<file path="config.mk">
export PLATFORM = sky130hd
export DESIGN_NAME = conv_win_sched_flat
export DESIGN_NICKNAME = d
export VERILOG_FILES = /design/src/rtl/conv_win_sched_if.sv /design/src/rtl/conv_win_sched.sv /design/src/flat_wrapper.sv
export SDC_FILE = /design/constraint.sdc
export NUM_CORES = 1
export LEC_CHECK = 0
export ABC_AREA = 1
export BUFFER_PORTS_ARGS = -buffer_cell sky130_fd_sc_hd__buf_2
export CORE_MARGIN = 2
export CORE_UTILIZATION = 40
export CTS_BUF_LIST = sky130_fd_sc_hd__clkbuf_8 sky130_fd_sc_hd__clkbuf_16
export DETAILED_ROUTE_END_ITERATION = 10
export SYNTH_ARGS = -nofsm -noshare
export SYNTH_HDL_FRONTEND = slang
export SYNTH_SLANG_ARGS = --single-unit
</file>
<file path="constraint.sdc">
create_clock -name clk -period 8.9 [get_ports clk]
set_input_delay 0.445 -clock clk [delete_from_list [all_inputs] [get_ports clk]]
set_output_delay 0.445 -clock clk [all_outputs]
set_load 0.05 [all_outputs]
</file>
<file path="src/rtl/conv_win_sched_if.sv">
`default_nettype none
// +----------------------------------------------------------------------------+
// | conv_win_sched_if : controller <-> window scheduler signal bundle           |
// | Optional CONV_SCHED_PERF_EN adds the stall_cnt performance counter.         |
// | Revision: 1.0                                                               |
// +----------------------------------------------------------------------------+
interface conv_win_sched_if #(
  parameter int CNT_W = 12
);
  logic             start;
  logic [CNT_W-1:0] width;
  logic [CNT_W-1:0] channel;
  logic [2:0]       stride;
  logic             win_ready;
  logic             agen_rst;
  logic             addr_inc;
  logic             win_valid;
  logic             win_last;
  logic             busy;
  logic             done;
  logic             cfg_err;
`ifdef CONV_SCHED_PERF_EN
  logic [31:0]      stall_cnt;
`endif

  modport master (
    output start, width, channel, stride, win_ready,
    input  agen_rst, addr_inc, win_valid, win_last, busy, done, cfg_err
`ifdef CONV_SCHED_PERF_EN
    , input stall_cnt
`endif
  );

  modport slave (
    input  start, width, channel, stride, win_ready,
    output agen_rst, addr_inc, win_valid, win_last, busy, done, cfg_err
`ifdef CONV_SCHED_PERF_EN
    , output stall_cnt
`endif
  );
endinterface
`default_nettype wire

</file>
<file path="src/rtl/conv_win_sched.sv">
`default_nettype none
// +----------------------------------------------------------------------------+
// | conv_win_sched : 3x3 window issue sequencer with credit flow control and   |
// | BRAM latency tracking. Macro CONV_SCHED_PERF_EN adds stall_cnt.            |
// | Revision: 1.0                                                               |
// +----------------------------------------------------------------------------+
module conv_win_sched #(
  parameter int BRAM_LAT = 2,
  parameter int CREDITS  = 4,
  parameter int CNT_W    = 12
) (
  input  logic              clk,
  input  logic              rst,
  conv_win_sched_if.slave   bus
);
  localparam int                 c_OUT_W   = $clog2(CREDITS + 1);
  localparam logic [c_OUT_W-1:0] c_CREDITS = c_OUT_W'(CREDITS);

  typedef enum logic [2:0] {
    S_IDLE  = 3'd0,
    S_LOAD  = 3'd1,
    S_RUN   = 3'd2,
    S_DRAIN = 3'd3,
    S_FIN   = 3'd4
  } state_t;

  state_t             r_state;
  logic [CNT_W-1:0]   r_width;
  logic [CNT_W-1:0]   r_channel;
  logic [2:0]         r_stride;
  logic [CNT_W-1:0]   r_col;
  logic [CNT_W-1:0]   r_row;
  logic [CNT_W-1:0]   r_chan;
  logic [c_OUT_W-1:0] r_out;
  logic               r_addr_inc;
  logic               r_agen_rst;
  logic               r_busy;
  logic               r_done;
  logic               r_cfg_err;
  logic [BRAM_LAT-1:0] r_vld_sr;
  logic [BRAM_LAT-1:0] r_last_sr;
`ifdef CONV_SCHED_PERF_EN
  logic [31:0]        r_stall_cnt;
`endif

  logic               w_cfg_bad;
  logic               w_issue;
  logic [CNT_W:0]     w_width_x;
  logic [CNT_W:0]     w_col_span;
  logic [CNT_W:0]     w_row_span;
  logic               w_row_end;
  logic               w_chan_end;
  logic               w_layer_end;
  logic               w_dec;
  logic [c_OUT_W-1:0] w_out_nxt;

  assign w_cfg_bad = (bus.width < CNT_W'(3)) || (bus.channel == '0) ||
                     (bus.stride == 3'd0) || (bus.stride > 3'd4);

  // addr_inc is only ever raised while in RUN, so it is the issue strobe itself
  assign w_issue = r_addr_inc;

  // One extra bit so position+3+stride cannot wrap at the top of the range
  assign w_width_x   = {1'b0, r_width};
  assign w_col_span  = {1'b0, r_col} + (CNT_W+1)'(3) + (CNT_W+1)'(r_stride);
  assign w_row_span  = {1'b0, r_row} + (CNT_W+1)'(3) + (CNT_W+1)'(r_stride);
  assign w_row_end   = w_width_x < w_col_span;
  assign w_chan_end  = w_row_end && (w_width_x < w_row_span);
  assign w_layer_end = w_chan_end && (r_chan == r_channel - CNT_W'(1));

  // A return with nothing outstanding is ignored unless it pairs with an issue
  assign w_dec = bus.win_ready && ((r_out != '0) || w_issue);

  always_comb begin
    w_out_nxt = r_out;
    if (w_issue && !w_dec) begin
      w_out_nxt = r_out + c_OUT_W'(1);
    end else if (!w_issue && w_dec) begin
      w_out_nxt = r_out - c_OUT_W'(1);
    end
  end

  always_ff @(posedge clk or negedge rst) begin
    if (!rst) begin
      r_state     <= S_IDLE;
      r_width     <= '0;
      r_channel   <= '0;
      r_stride    <= '0;
      r_col       <= '0;
      r_row       <= '0;
      r_chan      <= '0;
      r_out       <= '0;
      r_addr_inc  <= 1'b0;
      r_agen_rst  <= 1'b0;
      r_busy      <= 1'b0;
      r_done      <= 1'b0;
      r_cfg_err   <= 1'b0;
`ifdef CONV_SCHED_PERF_EN
      r_stall_cnt <= '0;
`endif
    end else begin
      r_done     <= 1'b0;
      r_agen_rst <= 1'b0;
      r_addr_inc <= 1'b0;
      r_out      <= w_out_nxt;
      case (r_state)
        S_IDLE: begin
          if (bus.start) begin
            if (w_cfg_bad) begin
              r_cfg_err <= 1'b1;
              r_done    <= 1'b1;
            end else begin
              r_width    <= bus.width;
              r_channel  <= bus.channel;
              r_stride   <= bus.stride;
              r_cfg_err  <= 1'b0;
              r_agen_rst <= 1'b1;
              r_busy     <= 1'b1;
              r_state    <= S_LOAD;
            end
          end
        end
        S_LOAD: begin
          r_col      <= '0;
          r_row      <= '0;
          r_chan     <= '0;
          r_addr_inc <= w_out_nxt < c_CREDITS;
`ifdef CONV_SCHED_PERF_EN
          r_stall_cnt <= '0;
`endif
          r_state    <= S_RUN;
        end
        S_RUN: begin
          if (w_issue) begin
            if (w_row_end) begin
              r_col <= '0;
              if (w_chan_end) begin
                r_row  <= '0;
                r_chan <= r_chan + CNT_W'(1);
              end else begin
                r_row <= r_row + CNT_W'(r_stride);
              end
            end else begin
              r_col <= r_col + CNT_W'(r_stride);
            end
          end
`ifdef CONV_SCHED_PERF_EN
          if (!w_issue) begin
            r_stall_cnt <= r_stall_cnt + 32'd1;
          end
`endif
          if (w_issue && w_layer_end) begin
            r_state <= S_DRAIN;
          end else begin
            r_addr_inc <= w_out_nxt < c_CREDITS;
          end
        end
        S_DRAIN: begin
          if (r_out == '0) begin
            r_done  <= 1'b1;
            r_state <= S_FIN;
          end
        end
        S_FIN: begin
          r_busy  <= 1'b0;
          r_state <= S_IDLE;
        end
        default: r_state <= S_IDLE;
      endcase
    end
  end

  // Issue pipeline: tail marks read data present at the BRAM outputs
  always_ff @(posedge clk or negedge rst) begin
    if (!rst) begin
      r_vld_sr  <= '0;
      r_last_sr <= '0;
    end else begin
      r_vld_sr[0]  <= w_issue;
      r_last_sr[0] <= w_issue && w_chan_end;
      for (int i = 1; i < BRAM_LAT; i++) begin
        r_vld_sr[i]  <= r_vld_sr[i-1];
        r_last_sr[i] <= r_last_sr[i-1];
      end
    end
  end

  assign bus.agen_rst  = r_agen_rst;
  assign bus.addr_inc  = r_addr_inc;
  assign bus.win_valid = r_vld_sr[BRAM_LAT-1];
  assign bus.win_last  = r_last_sr[BRAM_LAT-1];
  assign bus.busy      = r_busy;
  assign bus.done      = r_done;
  assign bus.cfg_err   = r_cfg_err;
`ifdef CONV_SCHED_PERF_EN
  assign bus.stall_cnt = r_stall_cnt;
`endif

endmodule
`default_nettype wire

</file>
<file path="src/flat_wrapper.sv">
// flat-port wrapper written by rule: the top's interface ports become plain ports
module conv_win_sched_flat 
#(
  parameter int BRAM_LAT = 2,
  parameter int CREDITS  = 4,
  parameter int CNT_W    = 12
)
  (clk, rst, bus_start, bus_width, bus_channel, bus_stride, bus_win_ready, bus_agen_rst, bus_addr_inc, bus_win_valid, bus_win_last, bus_busy, bus_done, bus_cfg_err);
  conv_win_sched_if #(.CNT_W(CNT_W)) bus_i ();
  input  logic clk;
  input  logic rst;
  input wire logic [$bits(bus_i.start)-1:0] bus_start;
  input wire logic [$bits(bus_i.width)-1:0] bus_width;
  input wire logic [$bits(bus_i.channel)-1:0] bus_channel;
  input wire logic [$bits(bus_i.stride)-1:0] bus_stride;
  input wire logic [$bits(bus_i.win_ready)-1:0] bus_win_ready;
  output wire logic [$bits(bus_i.agen_rst)-1:0] bus_agen_rst;
  output wire logic [$bits(bus_i.addr_inc)-1:0] bus_addr_inc;
  output wire logic [$bits(bus_i.win_valid)-1:0] bus_win_valid;
  output wire logic [$bits(bus_i.win_last)-1:0] bus_win_last;
  output wire logic [$bits(bus_i.busy)-1:0] bus_busy;
  output wire logic [$bits(bus_i.done)-1:0] bus_done;
  output wire logic [$bits(bus_i.cfg_err)-1:0] bus_cfg_err;
  assign bus_i.start = bus_start;
  assign bus_i.width = bus_width;
  assign bus_i.channel = bus_channel;
  assign bus_i.stride = bus_stride;
  assign bus_i.win_ready = bus_win_ready;
  assign bus_agen_rst = bus_i.agen_rst;
  assign bus_addr_inc = bus_i.addr_inc;
  assign bus_win_valid = bus_i.win_valid;
  assign bus_win_last = bus_i.win_last;
  assign bus_busy = bus_i.busy;
  assign bus_done = bus_i.done;
  assign bus_cfg_err = bus_i.cfg_err;
  conv_win_sched #(.BRAM_LAT(BRAM_LAT), .CREDITS(CREDITS), .CNT_W(CNT_W)) u_core (.clk(clk), .rst(rst), .bus(bus_i));
endmodule
</file>
==> flow_summary.toml <==
[status]
status = "finished, final reports clean"

[floorplanning]
die_x_um = 119.8
die_h_um = 119.8
ioPinCount = 38
die_area_sq_um = 14360
rows = 42
core-area_sq_um = 13190
initial_utilization = 0.4068

[sta]
skew_ns = 0.005689
slew_headroom = 0.3253
setup_tns_ns = 0
grt_setup_unrepaired = "no"
setup_viol = 0
layout_min_cycle_time_ns = 3.848
worst_pin_slew_ns = 1.012
fin_ws_ns = 5.052
fin_crit_sh = 0.4324
finalHoldViolCount = 0
maxSlewViolCount = 0
max_freq_mhz = 259.9

[final_layout]
nets = 819
nFillCells = 1306
multi_input_area_sq_um = 2947
final_cell_mix = "nand2_1 (181), inv_1 (100), dfrtp_1 (78)"
antenna-diode-count = 0
drive_gt1_frac = 0.09492
layout_commonest_cell = "nand2_1"
synthToLayoutAreaGrowth_pct = 12.97
seq_area_sq_um = 1952

[clock_tree]
path_clk_slew_ns = 0.06
clk_latency_ns = 0.35
cts_sinks = 78
clockRootBuffer = "clkbuf_16"
h-tree-depth = 3
cts_resized = 0
cts_buffers = 9
postCtsSetupBuffers = 0
clk_path_buf_depth = 2
tritoncts = "yes"
cts_hold_buf = 0

[drt]
wl_per_cell_um = 13.58
first_pass_iters = 4
postRouteAntennaNets = 0
initialDrtViolationCount = 191
drc = 0
routed_wl_um = 12550
routed_via_density = 4.958
num_vias = 4581

[synthesis]
synth-seq-area-share = 0.3638
netlist_area_sq_um = 5365
synth_cell_types = 41
yosys_warnings = 0
syn-num-nets = 781
synth.ff_latch_count = 78
ys.flop_type = "dfrtp_1"
syn_area_per_cell_sq_um = 7.610
synth_edf_count = 0
async_reset_ff_frac = 1.000
synthCells = 705

[global_routing]
antenna_found_initial = 0
grt_max_degree = 79
grt_pass1_vias = 4452
overflow = 0
grt_usage = 0.1889
grt_pass1_wl_um = 21490

[placed_design]
hpwl_um = 9392
port_buffers = 37
gp_congestion = 0.8611
dp_slack_ns = 5.045

[setup_path]
reg2reg_from = "u_core.r_stride[1]"
critPathRequiredTime_ns = 9.13
arrival_ns = 4.08
worstPathMaxFanout = 24
r2r_end = "u_core.r_row[4]"
start_kind = "flop"
r2r_cells = 25
r2r_slack_ns = 5.05
end_kind = "flop"
path_class = "reg -> reg"

[power]
pwr_density_cell_nw_per_um2 = 318.2
leakagePower_nw = 2.988
ir_drop_mv = 0.1601

[job]
drv_cap = 0

[hold_path]
min_path_type = "in -> async"
through the flow:
step | total power (W) | std cells | area [sq um] | util | hold WS [ns]
6_report | 0.001929 | 924 | 6061 | 0.4595 | 0.2757
5_1_grt | 0.002117 | 924 | 6061 | 0.4595 | 0.3132
3_5_place_dp | 0.001492 | 908 | 5704 | 0.4325 | 0.3549
4_1_cts | 0.001943 | 924 | 6061 | 0.4595 | 0.2980
2_1_floorplan | 0.001275 | 705 | 5365 | - | 0.1494
3_3_place_gp | 0.001460 | 908 | 5704 | 0.4325 | 0.3427
routing by layer:
| layer | global-route usage | part of all wire | wire (um) |
|---|---|---|---|
| met2 | 0.3036 | 0.46 | 5723 |
| met3 | 0.04230 | 0.038 | 476 |
| met5 | 0 | 0 | 0 |
| met1 | 0.2582 | 0.50 | 6219 |
| met4 | 0.04853 | 0.010 | 130 |
critical path, stage by stage (launching register included):
cell and delay [ns]:
dfrtp_1 0.44, inv_1 0.12, ha_1 0.30, inv_1 0.06, ha_1 0.16, ha_1 0.15, inv_1 0.04, nand2_1 0.10
nand2_1 0.06, a21oi_1 0.25, nand2_1 0.08, nor2_1 0.16, nand4_1 0.12, xor2_1 0.16, ha_1 0.29, nand3_1 0.10
nor3_1 0.16, nand3_1 0.12, nand2_2 0.13, nand2_2 0.09, nand2_4 0.17, inv_2 0.20, nand2_1 0.10, nand2_1 0.05
nand2_1 0.06, nor2_1 0.04
synthesized netlist by cell type, types with 2 or more instances:
cell type	instances	area [sq um]
nand2_1	181	679.4
inv_1	100	375.4
dfrtp_1	78	1952
nor2_1	58	217.7
nand3_1	44	220.2
ha_1	43	538.0
o21ai_0	43	215.2
xor2_1	31	271.5
a21oi_1	20	100.1
nor3_1	19	95.09
xnor2_1	17	148.9
nand4_1	9	56.30
nand3b_1	7	52.55
clkbuf_1	5	18.77
o21ai_1	5	25.02
buf_6	4	45.04
nand2_2	4	25.02
inv_2	3	11.26
nor3b_1	3	22.52
nor4_1	3	18.77
o22ai_1	3	18.77
and2_1	2	12.51
fa_1	2	40.04
nor2_4	2	22.52
nor3b_2	2	25.02
o21bai_1	2	15.01
final cells by class:
| class | count | share of cell area |
|---|---|---|
| timing repair buffer | 38 | 0.03220 |
| clock inverter | 6 | 0.01941 |
| tap | 176 | 0.03633 |
| clock buffer | 10 | 0.03943 |
| sequential | 78 | 0.3220 |
| inverter | 104 | 0.06441 |
| multi-input combinational | 512 | 0.4862 |
worst max path at each step:
stage,end,cells past startpoint,from
CTS,u_core.r_col[7],22,u_core.r_stride[1]
finish,u_core.r_row[4],25,u_core.r_stride[1]
global placement,u_core.r_row[4],26,u_core.r_stride[1]
detailed placement,u_core.r_row[4],25,u_core.r_stride[1]
floorplan,u_core.r_chan[10],24,u_core.r_stride[1]
global route,u_core.r_row[0],25,u_core.r_stride[1]
where the power goes:
part	switching (W)	leakage, nW	internal (W)	total (W)
combinational	0.000594	1.79	0.000326	0.000920
sequential	0.000107	1.03	0.000457	0.000564
clock	0.000160	0.171	0.000284	0.000444
total	0.000861	2.99	0.00107	0.00193
registers in the layout (all words and copies together), names as in the netlist, 2 cells and up:
signal	cells
u_core.r_row	12
u_core.r_channel	12
u_core.r_last_sr	2
u_core.r_col	12
u_core.r_state	3
u_core.r_width	12
u_core.r_vld_sr	2
u_core.r_out	3
u_core.r_stride	3
u_core.r_chan	12
cells by family (layout without fill, tap and decap cells):
kind of cell             count (synthesis)  count (layout)  share of synthesized area
AO/OA/AOI/OAI                           78              78                    0.07719
XOR/XNOR                                49              49                    0.08256
adder cells (fa/ha/maj)                 45              45                     0.1077
buffers and inverters                  115             158                    0.08699
flip-flops                              78              78                     0.3638
AND/OR/NAND/NOR                        340             340                     0.2817
(Power assumes the default switching activity.)
